`config.mk`:
```
export PLATFORM = sky130hd
export DESIGN_NAME = mux_arb_n_flat
export DESIGN_NICKNAME = d
export VERILOG_FILES = /design/src/rtl/mux_arb_n_if.sv /design/src/rtl/mux_arb_n.sv /design/src/flat_wrapper.sv
export SDC_FILE = /design/constraint.sdc
export NUM_CORES = 1
export LEC_CHECK = 0
export BUFFER_PORTS_ARGS = -buffer_cell sky130_fd_sc_hd__buf_2
export CAP_MARGIN = 15
export CORE_UTILIZATION = 37
export CTS_CLUSTER_SIZE = 16
export DETAILED_ROUTE_END_ITERATION = 7
export PLACE_DENSITY = 0.77
export REMOVE_ABC_BUFFERS = 1
export SYNTH_ARGS = -nofsm -noshare
export SYNTH_HDL_FRONTEND = slang
export SYNTH_SLANG_ARGS = --single-unit
```
`constraint.sdc`:
```
create_clock -name CLK -period 1.51 [get_ports CLK]
set_clock_uncertainty 0.2 [all_clocks]
set_input_delay 0 -clock CLK [delete_from_list [all_inputs] [get_ports CLK]]
set_output_delay 0 -clock CLK [all_outputs]
set_load 0.03 [all_outputs]
```
`src/rtl/mux_arb_n_if.sv`:
```
// Handshake bundle for mux_arb_n: N packed producer lanes plus one consumer port.
interface mux_arb_n_if #(
  parameter int unsigned DATA_WIDTH = 32,
  parameter int unsigned NUM_IN     = 4,
  parameter int unsigned SEL_WIDTH  = $clog2(NUM_IN)
);
  logic [NUM_IN*DATA_WIDTH-1:0] in_data;
  logic [NUM_IN-1:0]            in_valid;
  logic [NUM_IN-1:0]            in_ready;
  logic [SEL_WIDTH-1:0]         sel;
  logic [DATA_WIDTH-1:0]        out_data;
  logic                         out_valid;
  logic                         out_ready;
  logic [SEL_WIDTH-1:0]         out_src;

  modport master (
    output in_data, in_valid, sel, out_ready,
    input  in_ready, out_data, out_valid, out_src
  );

  modport slave (
    input  in_data, in_valid, sel, out_ready,
    output in_ready, out_data, out_valid, out_src
  );
endinterface

```
`src/rtl/mux_arb_n.sv`:
```
// N-input registered select stage: explicit select (MODE 0) or round-robin (MODE 1),
// with one output register that can refill in the same cycle it drains.
module mux_arb_n #(
  parameter int unsigned DATA_WIDTH = 32,
  parameter int unsigned NUM_IN     = 4,
  parameter int unsigned SEL_WIDTH  = $clog2(NUM_IN),
  parameter int unsigned MODE       = 0
) (
  input logic        CLK,
  input logic        RST,
  mux_arb_n_if.slave bus
);

  logic [DATA_WIDTH-1:0] out_data_q, out_data_d;
  logic [SEL_WIDTH-1:0]  out_src_q, out_src_d;
  logic                  out_valid_q, out_valid_d;
  logic [SEL_WIDTH-1:0]  ptr_q, ptr_d;

  logic                  can_load_c;
  logic                  any_grant_c;
  logic                  xfer_c;
  logic [SEL_WIDTH-1:0]  winner_c;
  logic [NUM_IN-1:0]     in_ready_c;
  logic [DATA_WIDTH-1:0] data_sel_c;
  int unsigned           idx_c;

  // Grant: selected lane if valid, or first valid lane after ptr with wrap-around.
  always_comb begin
    winner_c    = '0;
    any_grant_c = 1'b0;
    idx_c       = 0;
    if (MODE == 0) begin
      winner_c = bus.sel;
      for (int unsigned i = 0; i < NUM_IN; i++) begin
        if (bus.sel == SEL_WIDTH'(i)) any_grant_c = bus.in_valid[i];
      end
    end else begin
      for (int unsigned k = 1; k <= NUM_IN; k++) begin
        idx_c = 32'(ptr_q) + k;
        if (idx_c >= NUM_IN) idx_c = idx_c - NUM_IN;
        for (int unsigned i = 0; i < NUM_IN; i++) begin
          if (!any_grant_c && (idx_c == i) && bus.in_valid[i]) begin
            any_grant_c = 1'b1;
            winner_c    = SEL_WIDTH'(i);
          end
        end
      end
    end
  end

  // Ready is suppressed while reset is held so nothing is consumed in that cycle.
  always_comb begin
    can_load_c = !out_valid_q || bus.out_ready;
    xfer_c     = can_load_c && any_grant_c && RST;
    in_ready_c = '0;
    data_sel_c = '0;
    for (int unsigned i = 0; i < NUM_IN; i++) begin
      if (winner_c == SEL_WIDTH'(i)) begin
        in_ready_c[i] = xfer_c;
        data_sel_c    = bus.in_data[i*DATA_WIDTH +: DATA_WIDTH];
      end
    end
  end

  // Next state of the output register and arbitration pointer.
  always_comb begin
    out_data_d  = out_data_q;
    out_src_d   = out_src_q;
    out_valid_d = out_valid_q;
    ptr_d       = ptr_q;
    if (xfer_c) begin
      out_data_d  = data_sel_c;
      out_src_d   = winner_c;
      out_valid_d = 1'b1;
      ptr_d       = winner_c;
    end else if (out_valid_q && bus.out_ready) begin
      out_valid_d = 1'b0;
    end
  end

  // ptr resets to the last lane so lane 0 is searched first.
  always_ff @(posedge CLK or negedge RST) begin
    if (!RST) begin
      out_data_q  <= '0;
      out_src_q   <= '0;
      out_valid_q <= 1'b0;
      ptr_q       <= SEL_WIDTH'(NUM_IN - 1);
    end else begin
      out_data_q  <= out_data_d;
      out_src_q   <= out_src_d;
      out_valid_q <= out_valid_d;
      ptr_q       <= ptr_d;
    end
  end

  assign bus.in_ready  = in_ready_c;
  assign bus.out_data  = out_data_q;
  assign bus.out_src   = out_src_q;
  assign bus.out_valid = out_valid_q;

endmodule
```
`src/flat_wrapper.sv`:
```
// flat-port wrapper written by rule: the top's interface ports become plain ports
module mux_arb_n_flat 
#(
  parameter int unsigned DATA_WIDTH = 32,
  parameter int unsigned NUM_IN     = 4,
  parameter int unsigned SEL_WIDTH  = $clog2(NUM_IN),
  parameter int unsigned MODE       = 0
)
  (CLK, RST, bus_in_data, bus_in_valid, bus_sel, bus_out_ready, bus_in_ready, bus_out_data, bus_out_valid, bus_out_src);
  mux_arb_n_if #(.DATA_WIDTH(DATA_WIDTH), .NUM_IN(NUM_IN), .SEL_WIDTH(SEL_WIDTH)) bus_i ();
  input logic CLK;
  input logic RST;
  input wire logic [$bits(bus_i.in_data)-1:0] bus_in_data;
  input wire logic [$bits(bus_i.in_valid)-1:0] bus_in_valid;
  input wire logic [$bits(bus_i.sel)-1:0] bus_sel;
  input wire logic [$bits(bus_i.out_ready)-1:0] bus_out_ready;
  output wire logic [$bits(bus_i.in_ready)-1:0] bus_in_ready;
  output wire logic [$bits(bus_i.out_data)-1:0] bus_out_data;
  output wire logic [$bits(bus_i.out_valid)-1:0] bus_out_valid;
  output wire logic [$bits(bus_i.out_src)-1:0] bus_out_src;
  assign bus_i.in_data = bus_in_data;
  assign bus_i.in_valid = bus_in_valid;
  assign bus_i.sel = bus_sel;
  assign bus_i.out_ready = bus_out_ready;
  assign bus_in_ready = bus_i.in_ready;
  assign bus_out_data = bus_i.out_data;
  assign bus_out_valid = bus_i.out_valid;
  assign bus_out_src = bus_i.out_src;
  mux_arb_n #(.DATA_WIDTH(DATA_WIDTH), .NUM_IN(NUM_IN), .SEL_WIDTH(SEL_WIDTH), .MODE(MODE)) u_core (.CLK(CLK), .RST(RST), .bus(bus_i));
endmodule
```
==> out/summary.txt, run 1 <==
simple-gate share of the synthesized area: 0.0353
post-CTS setup buffer count: 3
Initial Util: 0.392
Die W: 82.2 µm
H-tree depth: 2
Root Buffer Master: clkbuf_8
post_cts resized: 19
mux cell area share after synthesis: 0.546
largest family of logic cells by synthesized area: multiplexers
Failed at: clock tree synthesis
Hold Buf Count CTS: 101
Post-Synthesis Cell Area: 2380 µm²
Max Root-Sink Buffers: 2
Synth Area per Inst: 18.1 µm²
xor/xnor share of the synthesized area: 0
Post-Place Cells: 384
CTS Sinks: 35
port buffer count: 175
adder-cell share of the synthesized area: 0
hpwl dp: 5240 µm
Cells after Synth: 131
compound-cell area share of the yosys netlist: 0.0116
placed cell areas: 3400 µm²
gpl congestion: 0.856
Synthesis Warnings: 0
Chip Height: 82.2 µm
#FFs+latches synth: 35
CTS buffer count: 5
num rows: 28
status: did not finish
Seq/Total Area, Yosys: 0.368
first error: [ERROR RSZ-0060] Max buffer count reached.
Unique masters post-synth: 24
IO Pins: 176
-- cell usage after synthesis --
| cell | instances | area (µm²) |
|---|---|---|
| dfrtp_1 | 35 | 876 |
| mux4_1 | 24 | 631 |
| mux2_4 | 19 | 285 |
| mux2_2 | 14 | 158 |
| mux4_2 | 9 | 203 |
| buf_6 | 6 | 67.6 |
| nand2_1 | 4 | 15.0 |
| clkbuf_1 | 3 | 11.3 |
| buf_2 | 2 | 10.0 |
| a31o_1 | 1 | 8.76 |
| a32o_1 | 1 | 10.0 |
| buf_1 | 1 | 3.75 |
| mux2_1 | 1 | 11.3 |
| mux2i_1 | 1 | 10.0 |
| nand2b_1 | 1 | 6.26 |
| nand3_1 | 1 | 5.00 |
| nand3_4 | 1 | 17.5 |
| nand4_1 | 1 | 6.26 |
| nand4b_1 | 1 | 8.76 |
| nor2_1 | 1 | 3.75 |
| nor3_1 | 1 | 5.00 |
| nor3b_1 | 1 | 7.51 |
| nor4b_1 | 1 | 8.76 |
| o2bb2ai_1 | 1 | 8.76 |
-- through the flow --
| stage | setup WS (ns) | hold slack, ns | setup TNS, ns |
|---|---|---|---|
| floorplan | -0.593 | -0.496 | -12.59 |
| global placement | -0.135 | -0.318 | -3.30 |
| detailed placement | -0.158 | -0.312 | -4.04 |
-- cells by family after synthesis --
logic type	Yosys count
AOI/OAI and AO/OA	3
buffers and inverters	12
muxes	68
DFF	35
and+or+nand+nor	13
==> run 2: changes to the inputs <==
--- a/config.mk
+++ b/config.mk
@@ -7,10 +7,9 @@
 export LEC_CHECK = 0
 export BUFFER_PORTS_ARGS = -buffer_cell sky130_fd_sc_hd__buf_2
 export CAP_MARGIN = 15
-export CORE_UTILIZATION = 37
-export CTS_CLUSTER_SIZE = 16
+export CORE_UTILIZATION = 40
 export DETAILED_ROUTE_END_ITERATION = 7
-export PLACE_DENSITY = 0.77
+export PLACE_DENSITY_LB_ADDON = 0.15
 export REMOVE_ABC_BUFFERS = 1
 export SYNTH_ARGS = -nofsm -noshare
 export SYNTH_HDL_FRONTEND = slang
==> constraint.sdc (replaced) <==
create_clock -name CLK -period 2 [get_ports CLK]
set_clock_uncertainty 0.2 [all_clocks]
set_input_delay 0 -clock CLK [delete_from_list [all_inputs] [get_ports CLK]]
set_output_delay 0 -clock CLK [all_outputs]
set_load 0.03 [all_outputs]
==> out/summary.txt, run 2 <==
commonest non-fill, non-tap cell in the layout: buf_2
final hold slack: -0.0446 ns
num rows: 27 (-3.6%)
die area: 6260 µm²
wire per inst: 15.4 µm
port buffer count: 175 (unchanged)
Max transition margin: 0.793
Post-Synthesis Cell Area: 2380 µm² (unchanged)
final hold violations: 11
Max Root-Sink Buffers: 2 (unchanged)
Overall Global Routing Usage: 0.220
final layout net count: 509
area grow syn2layout: 70.9%
Commonest cells post-synth: 35 x dfrtp_1, 24 x mux4_1, 19 x mux2_4
Fmax achieved: 502 MHz
core area: 5610 µm²
hpwl dp: 4750 µm (-9.2%)
GRT overflow: 0
RSZ-0062 raised after global routing: no
CTS Sinks: 35 (unchanged)
Unique masters post-synth: 24 (unchanged)
# setup viols final: 0
Root Buffer Master: clkbuf_8
critical path arrival: 1.96 ns
number of global-route vias before repair: 2354
DR vias: 2213
Worst setup SP type: input pin
Synth area leader: dfrtp_1
count leader, synth: dfrtp_1
gpl congestion: 0.727 (-15%)
status: complete, but fails checks
Clk Latency, worst-skew pair: 0.27 ns
clock slew at reported path FFs: 0.07 ns
Vias/cell: 4.97
Starting DRT DRC Count: 36
CP Class: in2reg
TritonCTS clock tree: yes
largest net degree at the start of global routing: 22
most frequent cells in the layout: 175 x buf_2, 62 x dlygate4sd3_1, 35 x dfrtp_1
Slew Viols, Final: 0
Chip Height: 79.1 µm (-3.7%)
Hold WC Path Type: in2reg
global-route wire length before repair: 10400 µm
leakage: 2.05 nW
ys flop type: dfrtp_1
Critical Path Sink Type: flip-flop
fillcell total: 422
Max Cap Viol: 0
final wirelength: 6840 µm
CTS buffer count: 5 (unchanged)
share of cells above drive strength 1: 0.627
top-area cell type share of the netlist area: 0.368 (unchanged)
EDFF count, synth: 0 (unchanged)
peak supply drop: 0.444 mV
Worst-Margin Slew: 0.311 ns
ranking of synthesized cells by area: dfrtp_1 37%, mux4_1 27%, mux2_4 12%
pwr dens: 726 nW/µm²
# diodes: 0
post_cts resized: 0 (-19)
Pre-antenna DRT Iters: 4
Min Clock Period, post-route: 1.99 ns
reg-to-reg slack, setup: 0.45 ns
IO Pins: 176 (unchanged)
max FFs per register: 32
Synth Area per Inst: 18.1 µm² (unchanged)
Seq/Total Area, Yosys: 0.368 (unchanged)
fin util: 0.725
Cells after Synth: 131 (unchanged)
H-tree depth: 2 (unchanged)
failing checks: negative hold slack
#FFs+latches synth: 35 (unchanged)
Req. time, crit path: 1.96 ns
Final Cycle Share: 0.997
DRC: 0
initial antenna violation count: 0
Synthesis Warnings: 0 (unchanged)
ANT nets after route: 0
Die W: 79.1 µm (-3.7%)
Initial Util: 0.424 (+0.0317)
Post-synth ARST share: 1.00 (unchanged)
CP max FO: 1
-- run 2: final timing paths --
kind,from,to,cells after the start
max,bus_in_data[71],u_core.bus.out_data[7]$_DFFE_PN0P_,5
min,bus_in_data[107],u_core.bus.out_data[11]$_DFFE_PN0P_,3
max reg2reg,u_core.bus.out_valid$_DFFE_PN0P_,u_core.bus.out_data[6]$_DFFE_PN0P_,4
min reg2reg,u_core.bus.out_src[0]$_DFFE_PN0P_,u_core.bus.out_src[0]$_DFFE_PN0P_,1
max in group asynchronous,RST,u_core.bus.out_src[0]$_DFFE_PN0P_,3
min in group asynchronous,RST,u_core.bus.out_data[14]$_DFFE_PN0P_,3
-- run 2: layout make-up --
cell class / instances / area, µm² / share of cell area
multi-input combinational: 84 / 1410 / 0.347
clock buffer: 8 / 100 / 0.0246
sequential: 35 / 876 / 0.216
timing repair buffer: 246 / 1590 / 0.391
tap: 72 / 90.1 / 0.0222
-- run 2: cells by family after synthesis --
kind of cell    count (synthesis)  synth area share
mux                            68             0.546
simple gates                   13            0.0353
buf+inv                        12            0.0389
compound gates                  3            0.0116
flops                          35             0.368
-- run 2: what timing repair did --
item,in CTS,in global routing
setup buffers,0,0
hold buffers,64,12
endpoints found under the hold margin,66,6
setup endpoints to repair,0,14
-- run 2: where the power goes --
part | internal (mW) | switching, mW | leakage [nW]
sequential | 0.907 | 0.0988 | 0.410
combinational | 0.675 | 0.721 | 1.59
clock | 0.314 | 0.234 | 0.0515
-- run 2: routing by layer --
metal  GRT usage  vias up  part of all wire
met5           0        -                 0
met4      0.0764        0             0.015
met3      0.0460        8             0.073
met2       0.422      106              0.55
met1       0.235     1054              0.36
li1            -     1045                 -
-- run 2: critical path: stages --
cell and delay [ns]:
dlygate4sd3_1 0.54, buf_2 0.12, mux4_2 0.44, dlygate4sd3_1 0.58, mux2_4 0.27
-- run 2: stage by stage --
stage | total power [mW] | instances | setup TNS [ns] | setup WS [ns] | cell area (µm²)
6_report | 2.95 | 445 | 0 | 0.00621 | 4060
4_1_cts | 3.00 | 447 | 0 | 0.0189 | 4080
3_3_place_gp | 2.28 | 375 | 0 | 0.276 | 3340
3_5_place_dp | 2.30 | 375 | 0 | 0.257 | 3340
2_1_floorplan | 1.83 | 119 | -0.103 | -0.103 | 2280
5_1_grt | 3.11 | 445 | 0 | 0.000538 | 4060
Power figures use the tool's default switching activity.
==> run 3: changes to the inputs <==
--- a/config.mk
+++ b/config.mk
@@ -7,7 +7,7 @@
 export LEC_CHECK = 0
 export BUFFER_PORTS_ARGS = -buffer_cell sky130_fd_sc_hd__buf_2
 export CAP_MARGIN = 15
-export CORE_UTILIZATION = 40
+export CORE_UTILIZATION = 30
 export DETAILED_ROUTE_END_ITERATION = 7
 export PLACE_DENSITY_LB_ADDON = 0.15
 export REMOVE_ABC_BUFFERS = 1
==> out/summary.txt, run 3 (synthesis gave the netlist of run 2 again) <==
Root Buffer Master: clkbuf_8
leakage: 2.09 nW (+1.8%)
critical path arrival: 1.94 ns (-0.02 ns)
RSZ-0062 raised after global routing: no
ANT nets after route: 0 (unchanged)
peak supply drop: 0.239 mV (-46%)
# setup viols final: 0 (unchanged)
most frequent cells in the layout: 175 x buf_2, 70 x dlygate4sd3_1, 35 x dfrtp_1
fin util: 0.543 (-0.182)
Final Cycle Share: 0.990 (-0.00709)
Overall Global Routing Usage: 0.169 (-0.0512)
pwr dens: 707 nW/µm² (-2.6%)
Starting DRT DRC Count: 47 (+31%)
Min Clock Period, post-route: 1.98 ns (-0.0142 ns)
Die W: 91.0 µm (+15%)
DRC: 0 (unchanged)
number of global-route vias before repair: 2382 (+1.2%)
Max Cap Viol: 0 (unchanged)
fillcell total: 686 (+63%)
combinational fraction of design power: 0.481 (+0.008)
num rows: 32 (+19%)
Max transition margin: 0.679 (-0.114)
final hold violations: 6 (-5)
failing checks: negative hold slack
Sw Ratio: 0.364 (+0.00691)
Slew Viols, Final: 0 (unchanged)
initial antenna violation count: 0 (unchanged)
Critical Path Sink Type: flip-flop
GRT overflow: 0 (unchanged)
part of the power in registers: 0.343 (+0.002)
CTS Sinks: 35 (unchanged)
Most Used Layer, Global Route: met2
final hold slack: -0.0294 ns (+0.0152 ns)
Net Switching: 1.08 mW (+2.0%)
hpwl dp: 5090 µm (+7.1%)
met1 global-route usage: 0.182 (-0.0530)
clock slew at reported path FFs: 0.07 ns (about the same)
total internal power: 1.88 mW (-1.0%)
die area: 8280 µm² (+32%)
core area: 7690 µm² (+37%)
Chip Height: 91.0 µm (+15%)
Fmax achieved: 505 MHz (+0.72%)
met3 Use GR: 0.0243 (-0.0217)
final wirelength: 7110 µm (+4.1%)
Req. time, crit path: 1.96 ns (about the same)
Initial Util: 0.309 (-0.115)
share of cells above drive strength 1: 0.620 (-0.00693)
IO Pins: 176 (unchanged)
met2 Usage GRT: 0.332 (-0.0895)
Vias/cell: 4.71 (-5.3%)
setup TNS: 0 ns (unchanged)
# diodes: 0 (unchanged)
CP max FO: 1 (unchanged)
DR vias: 2280 (+3.0%)
Worst setup SP type: input pin
placed cell areas: 3350 µm² (+0.30%)
commonest non-fill, non-tap cell in the layout: buf_2
Hold WC Path Type: in2reg
Pre-antenna DRT Iters: 4 (unchanged)
area grow syn2layout: 75.6%
CP Class: in2reg
TritonCTS clock tree: yes
wire per inst: 14.7 µm (-4.3%)
status: complete, but fails checks
final layout net count: 519 (+2.0%)
port buffer count: 175 (unchanged)
Clock Power Share: 0.176 (-0.010)
Worst-Margin Slew: 0.482 ns (+0.172 ns)
Max Root-Sink Buffers: 2 (unchanged)
largest net degree at the start of global routing: 40 (+82%)
Clk Latency, worst-skew pair: 0.28 ns (about the same)
gpl congestion: 0.732 (+0.70%)
global-route wire length before repair: 11000 µm (+5.5%)
max FFs per register: 32 (unchanged)
H-tree depth: 2 (unchanged)
CTS buffer count: 5 (unchanged)
Final Instance Area: 4180 µm² (+2.7%)
[run 3: critical path: stages]
cell and delay (ns):
dlygate4sd3_1 0.53, buf_2 0.12, mux4_2 0.45, dlygate4sd3_1 0.58
mux2_4 0.27
[run 3: power by group through the flow]
stage          registers [mW]  clock network [mW]  logic (mW)
3_3_place_gp             1.02                   0        1.27
2_1_floorplan            1.42                   0       0.406
5_1_grt                  1.04               0.573        1.50
3_5_place_dp             1.02                   0        1.29
6_report                 1.01               0.518        1.42
4_1_cts                  1.01               0.547        1.43
[run 3: cell type report]
| cell class | count | area [µm²] | share of cell area |
|---|---|---|---|
| clock buffers | 6 | 82.6 | 0.0198 |
| flip-flops and latches | 35 | 876 | 0.210 |
| well taps | 102 | 128 | 0.0306 |
| multi-input cells | 84 | 1410 | 0.338 |
| clock inverters | 1 | 5.00 | 0.00120 |
| repair buffers | 256 | 1670 | 0.400 |
[run 3: worst paths after layout]
kind                                                    from                             endpoint  slack [ns]  cells past startpoint
min                                          bus_in_data[21]  u_core.bus.out_data[21]$_DFFE_PN0P_       -0.03                      3
min in group asynchronous                                RST  u_core.bus.out_data[15]$_DFFE_PN0P_        0.26                      3
min reg2reg                u_core.bus.out_src[0]$_DFFE_PN0P_    u_core.bus.out_src[0]$_DFFE_PN0P_        0.30                      1
max reg2reg                 u_core.bus.out_valid$_DFFE_PN0P_  u_core.bus.out_data[17]$_DFFE_PN0P_        0.52                      4
max in group asynchronous                                RST    u_core.bus.out_src[0]$_DFFE_PN0P_        0.66                      3
max                                         bus_in_data[103]   u_core.bus.out_data[7]$_DFFE_PN0P_        0.02                      5
[run 3: per-layer routing]
layer,vias up,routed length (µm)
li1,1059,-
met5,-,0
met3,8,318
met2,84,4070
met1,1129,2600
met4,0,125
[run 3: timing repair]
action	4_1_cts	5_1_grt
endpoints found under the hold margin	69	2
hold buffers	72	6
buffers inserted	0	4
gates resized for setup	0	1
endpoints found under the setup margin	0	21
[run 3: metrics by stage]
step / cells / hold slack (ns) / worst slack (ns) / power [mW]
final: 484 / -0.0294 / 0.0204 / 2.95
after global routing: 484 / 0.00245 / 0.000858 / 3.11
after CTS: 482 / 0.0113 / 0.0174 / 2.99
after detailed placement: 403 / -0.289 / 0.232 / 2.30
after global placement: 403 / -0.293 / 0.254 / 2.29
after floorplan: 119 / -0.496 / -0.103 / 1.83
==> run 4: changes to the inputs <==
--- a/config.mk
+++ b/config.mk
@@ -7,7 +7,9 @@
 export LEC_CHECK = 0
 export BUFFER_PORTS_ARGS = -buffer_cell sky130_fd_sc_hd__buf_2
 export CAP_MARGIN = 15
-export CORE_UTILIZATION = 30
+export CELL_PAD_IN_SITES_DETAIL_PLACEMENT = 1
+export CELL_PAD_IN_SITES_GLOBAL_PLACEMENT = 2
+export CORE_UTILIZATION = 25
 export DETAILED_ROUTE_END_ITERATION = 7
 export PLACE_DENSITY_LB_ADDON = 0.15
 export REMOVE_ABC_BUFFERS = 1
==> out/summary.txt, run 4 (synthesis gave the netlist of run 2 again) <==
final wirelength: 7760 µm (+9.0%)
final layout net count: 512 (-1.3%)
Crit path top cell by count: dlygate4sd3_1
area grow syn2layout: 74.7%
Post-Place Cells: 429 (+6.5%)
combinational fraction of design power: 0.490 (+0.009)
Initial Util: 0.257 (-0.0520)
pwr dens: 698 nW/µm² (-1.2%)
Final Instance Area: 4150 µm² (-0.51%)
IO Pins: 176 (unchanged)
TritonCTS clock tree: yes
Starting DRT DRC Count: 38 (-19%)
# setup viols final: 0 (unchanged)
final hold slack: -0.0403 ns (-0.0110 ns)
worst r2r src: u_core.bus.out_valid$_DFFE_PN0P_
total internal power: 1.82 mW (-2.9%)
num rows: 35 (+9.4%)
share of cells above drive strength 1: 0.615 (-0.00545)
Slew Viols, Final: 0 (unchanged)
part of the power in registers: 0.348 (+0.005)
Fmax achieved: 502 MHz (-0.68%)
Final Cycle Share: 0.997 (+0.00675)
Req. time, crit path: 1.97 ns (about the same)
leakage: 2.05 nW (-1.9%)
Crit Reg-Reg Endpoint: u_core.bus.out_data[6]$_DFFE_PN0P_
Max Root-Sink Buffers: 2 (unchanged)
largest net degree at the start of global routing: 39 (-2.5%)
Min Clock Period, post-route: 1.99 ns (+0.0135 ns)
gpl congestion: 0.703 (-4.0%)
CP Class: in2reg
global-route wire length before repair: 11800 µm (+7.2%)
Worst R2R Path Depth: 4 (unchanged)
Worst path slowest cell: dlygate4sd3_1
source of the worst hold timing path: bus_in_data[29]
Chip Height: 99.5 µm (+9.3%)
wire per inst: 15.4 µm (+4.9%)
Critical Path Sink Type: flip-flop
Root Buffer Master: clkbuf_8
GRT overflow: 0 (unchanged)
port buffer count: 175 (unchanged)
peak supply drop: 0.236 mV (-1.2%)
CTS Sinks: 35 (unchanged)
Clk Latency, worst-skew pair: 0.28 ns (about the same)
die area: 9900 µm² (+20%)
initial antenna violation count: 0 (unchanged)
reg-to-reg slack, setup: 0.40 ns (-0.12 ns)
Vias/cell: 4.47 (-5.0%)
most frequent cells in the layout: 175 x buf_2, 68 x dlygate4sd3_1, 35 x dfrtp_1
CP max FO: 1 (unchanged)
commonest non-fill, non-tap cell in the layout: buf_2
CTS buffer count: 5 (unchanged)
DRC: 0 (unchanged)
critical path arrival: 1.96 ns (+0.02 ns)
Overall Global Routing Usage: 0.155 (-0.0133)
CP top delay family: buffers and inverters
final hold violations: 12 (+6)
Worst setup SP type: input pin
max FFs per register: 32 (unchanged)
RSZ-0062 raised after global routing: no
# diodes: 0 (unchanged)
failing checks: negative hold slack
ANT nets after route: 0 (unchanged)
fin cells: 503 (+3.9%)
number of global-route vias before repair: 2463 (+3.4%)
Hold WC Path Type: in2reg
DR vias: 2250 (-1.3%)
status: complete, but fails checks
core area: 9240 µm² (+20%)
Hold EP: u_core.bus.out_data[29]$_DFFE_PN0P_
Sw Ratio: 0.372 (+0.00760)
crit path buf inv count: 3 (unchanged)
CP peak stage delay: 0.58 ns (about the same)
Max Cap Viol: 0 (unchanged)
Die W: 99.5 µm (+9.3%)
crit-path cells: dlygate4sd3_1, buf_2, mux4_1, dlygate4sd3_1, mux2_4
Clock Power Share: 0.162 (-0.014)
H-tree depth: 2 (unchanged)
Max transition margin: 0.733 (+0.0544)
Pre-antenna DRT Iters: 4 (unchanged)
placed cell areas: 3400 µm² (+1.5%)
hpwl dp: 5600 µm (+9.9%)
Net Switching: 1.08 mW (+0.35%)
clock slew at reported path FFs: 0.07 ns (about the same)
WHS Path Cells: 3 (unchanged)
Worst-Margin Slew: 0.400 ns (-0.0817 ns)
-- run 4: cell types whose count changed in the layout (fill, tap and decap cells not counted) --
cell and delta:
mux2_1 +1, mux2_4 -1, clkbuf_8 -1, clkbuf_1 +1, mux4_2 +1, mux4_1 -1
buf_4 -7, dlygate4sd3_1 -2, clkinv_2 -1, buf_12 +2
-- run 4: what timing repair did --
item	in CTS	in global routing
hold buffers	68	15
buffers inserted	0	0
hold endpoints to repair	69	6
gates resized for setup	0	1
endpoints found under the setup margin	0	16
-- run 4: final cells by class --
cell class / count / area [µm²]
clock buffers: 6 / 72.6
fillers: 1027 / 5090
multi-input cells: 84 / 1410
flip-flops and latches: 35 / 876
well taps: 129 / 161
repair buffers: 249 / 1640
-- run 4: worst max-delay path by stage --
| stage | from | end | slack [ns] | cells past startpoint |
|---|---|---|---|---|
| detailed placement | bus_sel[1] | u_core.bus.out_data[23]$_DFFE_PN0P_ | 0.33 | 5 |
| floorplan | u_core.bus.out_valid$_DFFE_PN0P_ | bus_in_ready[0] | -0.10 | 3 |
| global route | bus_in_data[111] | u_core.bus.out_data[15]$_DFFE_PN0P_ | 0.0002 | 5 |
| finish | bus_in_data[111] | u_core.bus.out_data[15]$_DFFE_PN0P_ | 0.007 | 5 |
| CTS | bus_in_data[113] | u_core.bus.out_data[17]$_DFFE_PN0P_ | 0.03 | 5 |
| global placement | bus_sel[0] | u_core.bus.out_data[25]$_DFFE_PN0P_ | 0.36 | 5 |
-- run 4: worst reg2reg max path: stages (launching register included) --
cell and delay (ns):
dfrtp_1 0.38, nand2b_1 0.25, nand3_4 0.15, buf_12 0.19, mux2_4 0.31
-- run 4: power by group through the flow --
stage / clock, mW / combinational (mW) / sequential, mW
after floorplan: 0 / 0.406 / 1.42
after global placement: 0 / 1.29 / 1.02
after detailed placement: 0 / 1.31 / 1.02
after CTS: 0.499 / 1.46 / 1.01
after global routing: 0.521 / 1.51 / 1.04
final: 0.471 / 1.42 / 1.01
-- run 4: metal layers --
| layer | vias up | GRT usage | wire length, µm |
|---|---|---|---|
| met5 | - | 0 | 0 |
| met4 | 0 | 0.0385 | 87 |
| met3 | 7 | 0.0464 | 548 |
| met2 | 86 | 0.298 | 4270 |
| met1 | 1111 | 0.165 | 2850 |
| li1 | 1046 | - | - |
-- run 4: metrics by stage --
| stage | power [mW] | utilization | hold WS, ns | worst slack (ns) | TNS [ns] |
|---|---|---|---|---|---|
| floorplan | 1.83 | - | -0.496 | -0.103 | -0.103 |
| global placement | 2.31 | 0.368 | -0.287 | 0.358 | 0 |
| detailed placement | 2.33 | 0.368 | -0.288 | 0.330 | 0 |
| CTS | 2.97 | 0.450 | 0.000451 | 0.0302 | 0 |
| global route | 3.07 | 0.450 | -0.00272 | 0.000193 | 0 |
| finish | 2.90 | 0.450 | -0.0403 | 0.00690 | 0 |
